### config.mk
export PLATFORM = sky130hd
export DESIGN_NAME = regfile_wb_arbiter
export DESIGN_NICKNAME = d
export VERILOG_FILES = /design/src/rtl/regfile_wb_arbiter.sv
export SDC_FILE = /design/constraint.sdc
export NUM_CORES = 1
export LEC_CHECK = 0
export BUFFER_PORTS_ARGS = -buffer_cell sky130_fd_sc_hd__buf_2
export CAP_MARGIN = 10
export CELL_PAD_IN_SITES_DETAIL_PLACEMENT = 0
export CELL_PAD_IN_SITES_GLOBAL_PLACEMENT = 1
export CORE_MARGIN = 4
export CORE_UTILIZATION = 29
export DETAILED_ROUTE_END_ITERATION = 7
export PLACE_DENSITY = 0.73
export SLEW_MARGIN = 20
export SYNTH_ARGS = -nofsm -noshare
export SYNTH_HDL_FRONTEND = slang
export SYNTH_SLANG_ARGS = --single-unit
export TNS_END_PERCENT = 10
### constraint.sdc
create_clock -name clk -period 1.6 [get_ports clk]
set_clock_uncertainty 0.15 [all_clocks]
set_input_delay 0.32 -clock clk [delete_from_list [all_inputs] [get_ports clk]]
set_output_delay 0.32 -clock clk [all_outputs]
set_load 0.005 [all_outputs]
### src/rtl/regfile_wb_arbiter.sv
// Register-file write-port arbiter: merges the pipeline writeback stream with a
// long-latency unit stream, WB-priority with a bounded LU starvation window.
module regfile_wb_arbiter #(
  parameter int STARVE_MAX = 4
) (
  input  logic        clk,
  input  logic        rst_n,
  input  logic        wb_valid,
  input  logic [4:0]  wb_rd,
  input  logic [31:0] wb_data,
  output logic        wb_ready,
  input  logic        lu_valid,
  input  logic [4:0]  lu_rd,
  input  logic [31:0] lu_data,
  output logic        lu_ready,
  output logic        rf_we,
  output logic [4:0]  rf_rd,
  output logic [31:0] rf_data,
  output logic [3:0]  starve_cnt
);

  localparam int          DATA_W = 32;
  localparam logic [3:0]  SMAX   = 4'(STARVE_MAX);

  logic              gnt_lu_p0;
  logic              gnt_wb_p0;
  logic              xfer_p0;
  logic [4:0]        rd_p0;
  logic [DATA_W-1:0] data_p0;

  function automatic logic [3:0] sat_inc(input logic [3:0] cnt);
    return (cnt >= SMAX) ? SMAX : cnt + 4'd1;
  endfunction

  // p0: combinational grant and winner select (zero-latency handshake)
  always_comb begin
    gnt_lu_p0 = lu_valid && (!wb_valid || (starve_cnt >= SMAX));
    gnt_wb_p0 = wb_valid && !gnt_lu_p0;
    xfer_p0   = gnt_lu_p0 || gnt_wb_p0;
    rd_p0     = gnt_lu_p0 ? lu_rd   : wb_rd;
    data_p0   = gnt_lu_p0 ? lu_data : wb_data;
  end

  assign wb_ready = !gnt_lu_p0;
  assign lu_ready = gnt_lu_p0;

  // p1: registered register-file write port and starvation counter
  always_ff @(posedge clk or negedge rst_n) begin
    if (!rst_n) begin
      rf_we      <= 1'b0;
      rf_rd      <= 5'd0;
      rf_data    <= '0;
      starve_cnt <= 4'd0;
    end else begin
      rf_we <= xfer_p0 && (rd_p0 != 5'd0);
      if (xfer_p0) begin
        rf_rd   <= rd_p0;
        rf_data <= data_p0;
      end
      if (!lu_valid || gnt_lu_p0)
        starve_cnt <= 4'd0;
      else
        starve_cnt <= sat_inc(starve_cnt);
    end
  end

endmodule

Word-level counts from Yosys, hierarchy flattened
Cells that the tools add are included.
{ "word_totals": {"regBits": 42, "in_bits": 78, "output_inout_bits": 44, "wordCells": 20} }
{ "classes": {"add_sub_neg": 1, "magnitude_cmp": 1, "mux": 4, "reduce_logical": 10} }
{ "ops": {"columns": ["cell", "n"], "rows": [
  ["32-bit two-way mux", 1],
  ["4-bit two-way mux", 2],
  ["5-bit two-way mux", 1],
  ["5-bit nonzero test", 1],
  ["4-bit by 1-bit adder with 4-bit output (second input constant)", 1],
  ["4-bit by 3-bit greater-or-equal comparator with 1-bit output (second input constant)", 1],
  ["1-bit logical AND", 3],
  ["1-bit zero test", 3],
  ["1-bit logical OR", 3]
]} }

Logic depth before layout (Yosys ltp)
Gate-level depths: netlist of run 1.
{ "logic_depth": {"word_depth": 7, "mapped_depth": 6, "mapped_depth_nobuf": 4} }

Worst setup path before layout of run 1
Ideal clock, no wire load.
{ "synth_timing": {"kind": "input to output", "start": "input wb_valid", "end": "output lu_ready", "t_arrival_ns": 1.218, "required_time_ns": 1.130, "slack_ns": -0.088, "stages": 5, "path_buffers": 3, "cell_sequence": "buf_4 or3b_1 and2_1 buf_6 buf_6"} }
{ "synth_between": {"elab_chain_cells": 3} }
{ "synth_rtl": {"columns": ["item", "line", "rtl"], "rows": [
  ["start, declared", "8", "input logic wb_valid,"],
  ["1-bit zero test", "37", "gnt_lu_p0 = lu_valid && (!wb_valid || (starve_cnt >= SMAX));"],
  ["1-bit logical OR", "37", null],
  ["1-bit logical AND", "37", null],
  ["end, declared", "15", "output logic lu_ready,"]
]} }
Every way passes these cells.

Worst setup path after layout of run 1
{ "layout_timing": {"start": "register starve_cnt[2]", "end": "output wb_ready"} }
{ "layout_between": {"elab_chain_cells": 4} }
{ "layout_rtl": {"columns": ["item", "line", "rtl"], "rows": [
  ["start, declared", "19", "output logic [3:0] starve_cnt"],
  ["start signal, assigned", "63", "starve_cnt <= sat_inc(starve_cnt);"],
  ["4-bit by 3-bit greater-or-equal comparator with 1-bit output", "37", null],
  ["1-bit logical OR", "37", null],
  ["1-bit logical AND", "37", null],
  ["1-bit zero test", "44", "assign wb_ready = !gnt_lu_p0;"],
  ["end, declared", "11", "output logic wb_ready,"]
]} }
Every way passes these cells.

==> run_results.csv, run 1 <==
group,metric,value,unit
run_status,outcome,"finished, violations left",
run_status,failed_checks,"setup timing",
pwr,combPwrFrac,24.9,%
clock_network,clock_sink_count,42,
yosys,synth_cells,197,
clock_network,insertion_delay,0.28,ns
finish,final_nets,403,
die,io_pins,122,
sta,maxSlewViolCount,0,
critical_path,startpoint_type,"register",
detailed_routing,wirelength_met1,2830,um
finish,multi_input_area,1000,sq um
finish,antenna_cells,0,
yosys,yosysTopAreaCellShare,48.7,%
detailed_routing,first_pass_iters,4,
sta,setup_violations,12,
pwr,swShare,28.3,%
yosys,synth_area_per_cell,11.0,sq um
critical_path,crit_path_end_kind,"output pin",
critical_path,cp_max_fo,3,
pwr,vdd_drop_max,303,uV
clock_network,cts_buffers,5,
place,place_inst,412,
die,die_y,94.3,um
pwr,p_per_area,814,nW/um^2
yosys,synthFlopType,"dfrtp_1",
global_routing,grtUsageTotal,13.7,%
global_routing,grt_start_max_net_pins,47,
critical_path,required,1.13,ns
detailed_routing,route.met2.wl,2850,um
sta,finalHoldViolCount,0,
detailed_routing,vias_per_cell,4.61,
critical_path,cp.arrival,1.36,ns
yosys,yosys-top-cells-area,"dfrtp_1, mux2i_1, o21ai_2",
place,gp_congestion,0.755,
die,initial_utilization,29.8,%
place,hpwlAfterDp,4390,um
yosys,synth_largest_area_cell,"dfrtp_1",
global_routing,antenna_found_initial,0,
place,portBuffers,121,
flow_run,cap_violations,0,
detailed_routing,routed.top_layer,"met4",
yosys,ys_seq_area_share,48.7,%
finish,final_core_util,42.3,%
global_routing,grt_pass1_wl,9530,um
finish,instances_no_fill,423,
die,die-area,8890,sq um
detailed_routing,drt_iter0_markers,45,
yosys,syn_nets,276,
sta,setup_slack,-0.227,ns
yosys,ys_async_sr_fraction,100,%
yosys,synth_edf_count,0,
clock_network,cts-root-buf,"clkbuf_8",
yosys,yosysWarningCount,0,
clock_network,cts_buffer_depth,2,
hold_path,min_path_type,"in2reg",
sta,rsz0062_at_grt,"yes",
global_routing,grt_overflow,0,
detailed_routing,wire_per_inst,14.6,um
detailed_routing,vias,1951,
sta,tns,-0.539,ns
detailed_routing,drc,0,
sta,layout_min_cycle_time,1.83,ns
pwr,p_leak,1.57,nW
finish,nFillCells,729,
yosys,ys_ff_latch,42,
detailed_routing,wl,6170,um
global_routing,first_global_vias,1965,
die,rows,31,
critical_path,worstSetupPathType,"reg2out",
pwr,p_clk_share,25.8,%
detailed_routing,postRouteAntennaNets,0,
clock_network,cts_tree,"yes",
sta,min_period_over_period,114,%
detailed_routing,wl_met3,440,um
clock_network,clkTransAtPathRegs,0.08,ns
pwr,seq_power_share,49.3,%
sta,fmax,0.547,GHz
clock_network,h-tree-depth,2,
yosys,synthDistinctLibCells,26,
finish,syn2layout_area_growth,42.3,%
die,core,7250,sq um
yosys,synth_common_cells,"dfrtp_1, mux2i_1, nand3_1",
yosys,synth_most_common_cell,"dfrtp_1",
die,die-width,94.3,um
pwr,p_int,0.00179,W
finish,regArea,1050,sq um
yosys,synth.cell_area,2160,sq um
pwr,power_switching,0.000708,W
finish,drive_gt1_share,54.3,%
[worst paths after layout]
check	slack (ns)	cells past startpoint	endpoint	startpoint
worst max-delay path	-0.23	4	wb_ready	starve_cnt[2]
max in group asynchronous	0.69	3	rf_data[8]	rst_n
min in group asynchronous	0.39	3	starve_cnt[0]	rst_n
worst min register to register	0.31	1	starve_cnt[0]	starve_cnt[0]
worst min-delay path	0.12	3	rf_data[22]	lu_data[22]
worst max register to register	-0.02	5	rf_data[1]	starve_cnt[2]
[registers in the layout, indices dropped and copies added (netlist names)]
signal      cells
starve_cnt      4
rf_data        32
rf_we           1
rf_rd           5
[cell type report]
class / instances / share of cell area, %
sequential: 42 / 34.2
multi-input combinational: 136 / 32.7
tap: 99 / 4.03
inverter: 1 / 0.122
timing repair buffer: 138 / 26.4
clock buffer: 7 / 2.49
[kinds of logic after synthesis]
kind of cell	after synthesis	synth area share [%]
DFF	42	48.7
AOI/OAI and AO/OA	44	16.3
and+or+nand+nor	58	14.1
adders and majority gates	1	0.580
buffers and inverters	19	5.33
muxes	32	14.8
other	1	0.174
[cells in the final DEF, fill, tap and decap left out, types with 2 or more instances in the layout]
master    instances
buf_2           121
dfrtp_1          42
mux2i_1          32
nand3_1          32
o21ai_2          31
buf_4            10
nand2_1           9
nor2b_1           5
a211oi_1          5
a31oi_1           5
clkbuf_8          5
buf_12            4
nor2_1            2
or4_1             2
and3_1            2
clkbuf_1          2
[what timing repair did]
item                                   4_1_cts  5_1_grt
setup buffers                                2        0
hold buffers                                 1        0
pin swaps                                    4        1
cloned                                       0        1
resized for setup                           11        5
endpoints found under the hold margin       42        0
setup endpoints to repair                   23       39
[worst max-delay path, stage by stage (launching register included)]
cell and delay [ns]:
dfrtp_1 0.38, or3b_1 0.39, and2_4 0.17, inv_2 0.05, buf_2 0.10
[metal layers]
metal	vias to the layer above	GRT usage, %
met5	-	0
met4	0	5.17
met3	4	3.04
met2	75	21.4
met1	910	18.4
li1	962	-
[metrics by stage]
stage	hold slack, ns	area, sq um	setup WS [ns]	total power, W
floorplan	-0.126	2170	-0.0404	0.00155
global placement	0.170	2900	-0.0291	0.00184
detailed placement	0.167	2900	-0.0903	0.00185
CTS	0.111	3030	-0.241	0.00252
global route	0.110	3070	-0.276	0.00265
finish	0.121	3070	-0.227	0.00250
[power by group through the flow]
stage	combinational, W	clock, W	sequential (W)
detailed placement	0.000600	0	0.00125
floorplan	0.000291	0	0.00126
global placement	0.000590	0	0.00125
global route	0.000693	0.000709	0.00125
finish	0.000623	0.000645	0.00123
CTS	0.000618	0.000674	0.00123
Note: power is estimated with default switching activity, not from simulation.
==> run 2: changes to the inputs <==
CTS_BUF_LIST = sky130_fd_sc_hd__clkbuf_16   (was default)
==> run 2 against run 1 <==
Net effect: the run still ends with setup timing left; total power rose by 12%; clock-buffer cell count fell by 2; sequential power barely moved; flip-flop and latch count did not move; first-iteration DRC count fell by 13%; combinational power rose by 2%; final area rose by 3.1%; cell count rose by 0.24%; core utilization rose by 1.3 points; setup slack improved by 0.018 ns; register-to-register slack barely moved; maximum frequency rose by 1.0%; critical path type unchanged; largest power group unchanged.
==> run_results.csv, run 2 (synthesis gave the netlist of run 1 again) <==
group,metric,value,unit
critical_path,cp_max_fo,3,
finish,syn2layout_area_growth,46.7,%
run_status,outcome,"finished, violations left",
clock_network,cts_buffer_depth,2,
global_routing,grt_pass1_wl,9580,um
sta,min_period_over_period,113,%
clock_network,cts_buffers,5,
sta,tns,-0.673,ns
critical_path,worstSetupPathType,"reg2out",
clock_network,h-tree-depth,2,
sta,setup_violations,19,
finish,drive_gt1_share,54.5,%
detailed_routing,postRouteAntennaNets,0,
sta,layout_min_cycle_time,1.81,ns
hold_path,min_path_type,"in2reg",
detailed_routing,drt_iter0_markers,39,
critical_path,cp.arrival,1.34,ns
detailed_routing,wire_per_inst,14.7,um
die,io_pins,122,
detailed_routing,wl,6210,um
detailed_routing,first_pass_iters,4,
finish,final_common_cell,"buf_2",
finish,regArea,1050,sq um
place,portBuffers,121,
finish,top_regs,"rf_data (32), rf_rd (5), starve_cnt (4)",
critical_path,cp_slowest_cell,"or3b_1",
die,core,7250,sq um
clock_network,clock_sink_count,42,
detailed_routing,vias_per_cell,4.71,
sta,finalHoldViolCount,0,
clock_network,cts_tree,"yes",
die,die-area,8890,sq um
finish,antenna_cells,0,
clock_network,insertion_delay,0.27,ns
global_routing,antenna_found_initial,0,
sta,setup_slack,-0.209,ns
finish,final_core_util,43.6,%
detailed_routing,vias,1996,
pwr,p_per_area,886,nW/um^2
global_routing,grtUsageTotal,13.8,%
sta,maxSlewViolCount,0,
sta,rsz0062_at_grt,"yes",
critical_path,cp_cell_sequence,"or3b_1, and2_4, inv_2, buf_2",
flow_run,cap_violations,0,
pwr,vdd_drop_max,417,uV
die,initial_utilization,29.8,%
finish,multi_input_area,1010,sq um
run_status,failed_checks,"setup timing",
detailed_routing,drc,0,
die,die_y,94.3,um
place,postPlaceCellArea,2900,sq um
finish,final_nets,404,
finish,nFillCells,718,
clock_network,cts-root-buf,"clkbuf_16",
clock_network,clkTransAtPathRegs,0.06,ns
pwr,p_leak,1.62,nW
place,gp_congestion,0.755,
finish,top_register,"rf_data",
critical_path,slowest_delay,0.39,ns
critical_path,startpoint_type,"register",
pwr,fin_total_pwr,0.00280,W
die,die-width,94.3,um
place,hpwlAfterDp,4390,um
finish,final_cell_mix,"buf_2, dfrtp_1, mux2i_1",
global_routing,first_global_vias,1965,
sta,fmax,0.553,GHz
global_routing,grt_overflow,0,
die,rows,31,
global_routing,grt_start_max_net_pins,47,
finish,final_area,3170,sq um
critical_path,crit_path_end_kind,"output pin",
finish,largest_reg_flops,32,
critical_path,required,1.13,ns
==> run 2: cell count changes in the layout (fill, tap and decap cells not counted), sizes merged <==
cell,change
clkbuf,-1
inv,+2
==> run 2: where the power goes <==
part	total, W	switching (W)	internal (W)
Sequential	0.00123	0.0000604	0.00117
Clock	0.000934	0.000377	0.000558
Combinational	0.000636	0.000308	0.000329
==> run 2: path summary, 6_finish.rpt <==
check,from,endpoint,slack (ns),cells past startpoint
max in group asynchronous,rst_n,rf_data[16],0.68,3
worst min register to register,starve_cnt[0],starve_cnt[0],0.31,1
min in group asynchronous,rst_n,starve_cnt[0],0.40,3
worst max register to register,starve_cnt[3],rf_data[1],-0.03,5
worst max-delay path,starve_cnt[3],wb_ready,-0.21,4
worst min-delay path,lu_data[22],rf_data[22],0.13,3
==> run 2: stage by stage <==
step | hold WS, ns | worst slack (ns) | std cells
2_1_floorplan | -0.126 | -0.0404 | 197
5_1_grt | 0.126 | -0.257 | 424
3_3_place_gp | 0.170 | -0.0291 | 412
6_report | 0.132 | -0.209 | 424
3_5_place_dp | 0.167 | -0.0903 | 412
4_1_cts | 0.128 | -0.221 | 422
==> run 2: area by class of cell <==
type / instances / area share (%)
clock buffers: 5 / 3.95
flip-flops and latches: 42 / 33.2
inverters: 1 / 0.119
multi-input cells: 136 / 32.0
well taps: 99 / 3.91
clock inverters: 2 / 0.237
repair buffers: 139 / 26.6
==> run 2: worst max-delay path, delay by kind of cell (launching register included) <==
kind,cells,cell delay [ns]
buffers and inverters,2,0.15
AND/OR/NAND/NOR,2,0.56
flip-flops,1,0.37
==> run 2: layer usage <==
layer  share of wire [%]  GRT usage, %  routed length, um  vias up
met4                0.92          4.45                 57        0
met3                 7.6          4.01                470        6
li1                    -             -                  -      967
met5                   0             0                  0        -
met2                  46          21.4               2870       81
met1                  45          18.5               2810      942
==> run 2: repair_timing <==
item                                    4_1_cts  5_1_grt
hold buffers                                  1        0
hold endpoints to repair                     42        0
gates resized for setup                      11        7
pin swaps                                     2        2
gates cloned                                  0        2
endpoints found under the setup margin       23       39
buffers inserted                              2        1
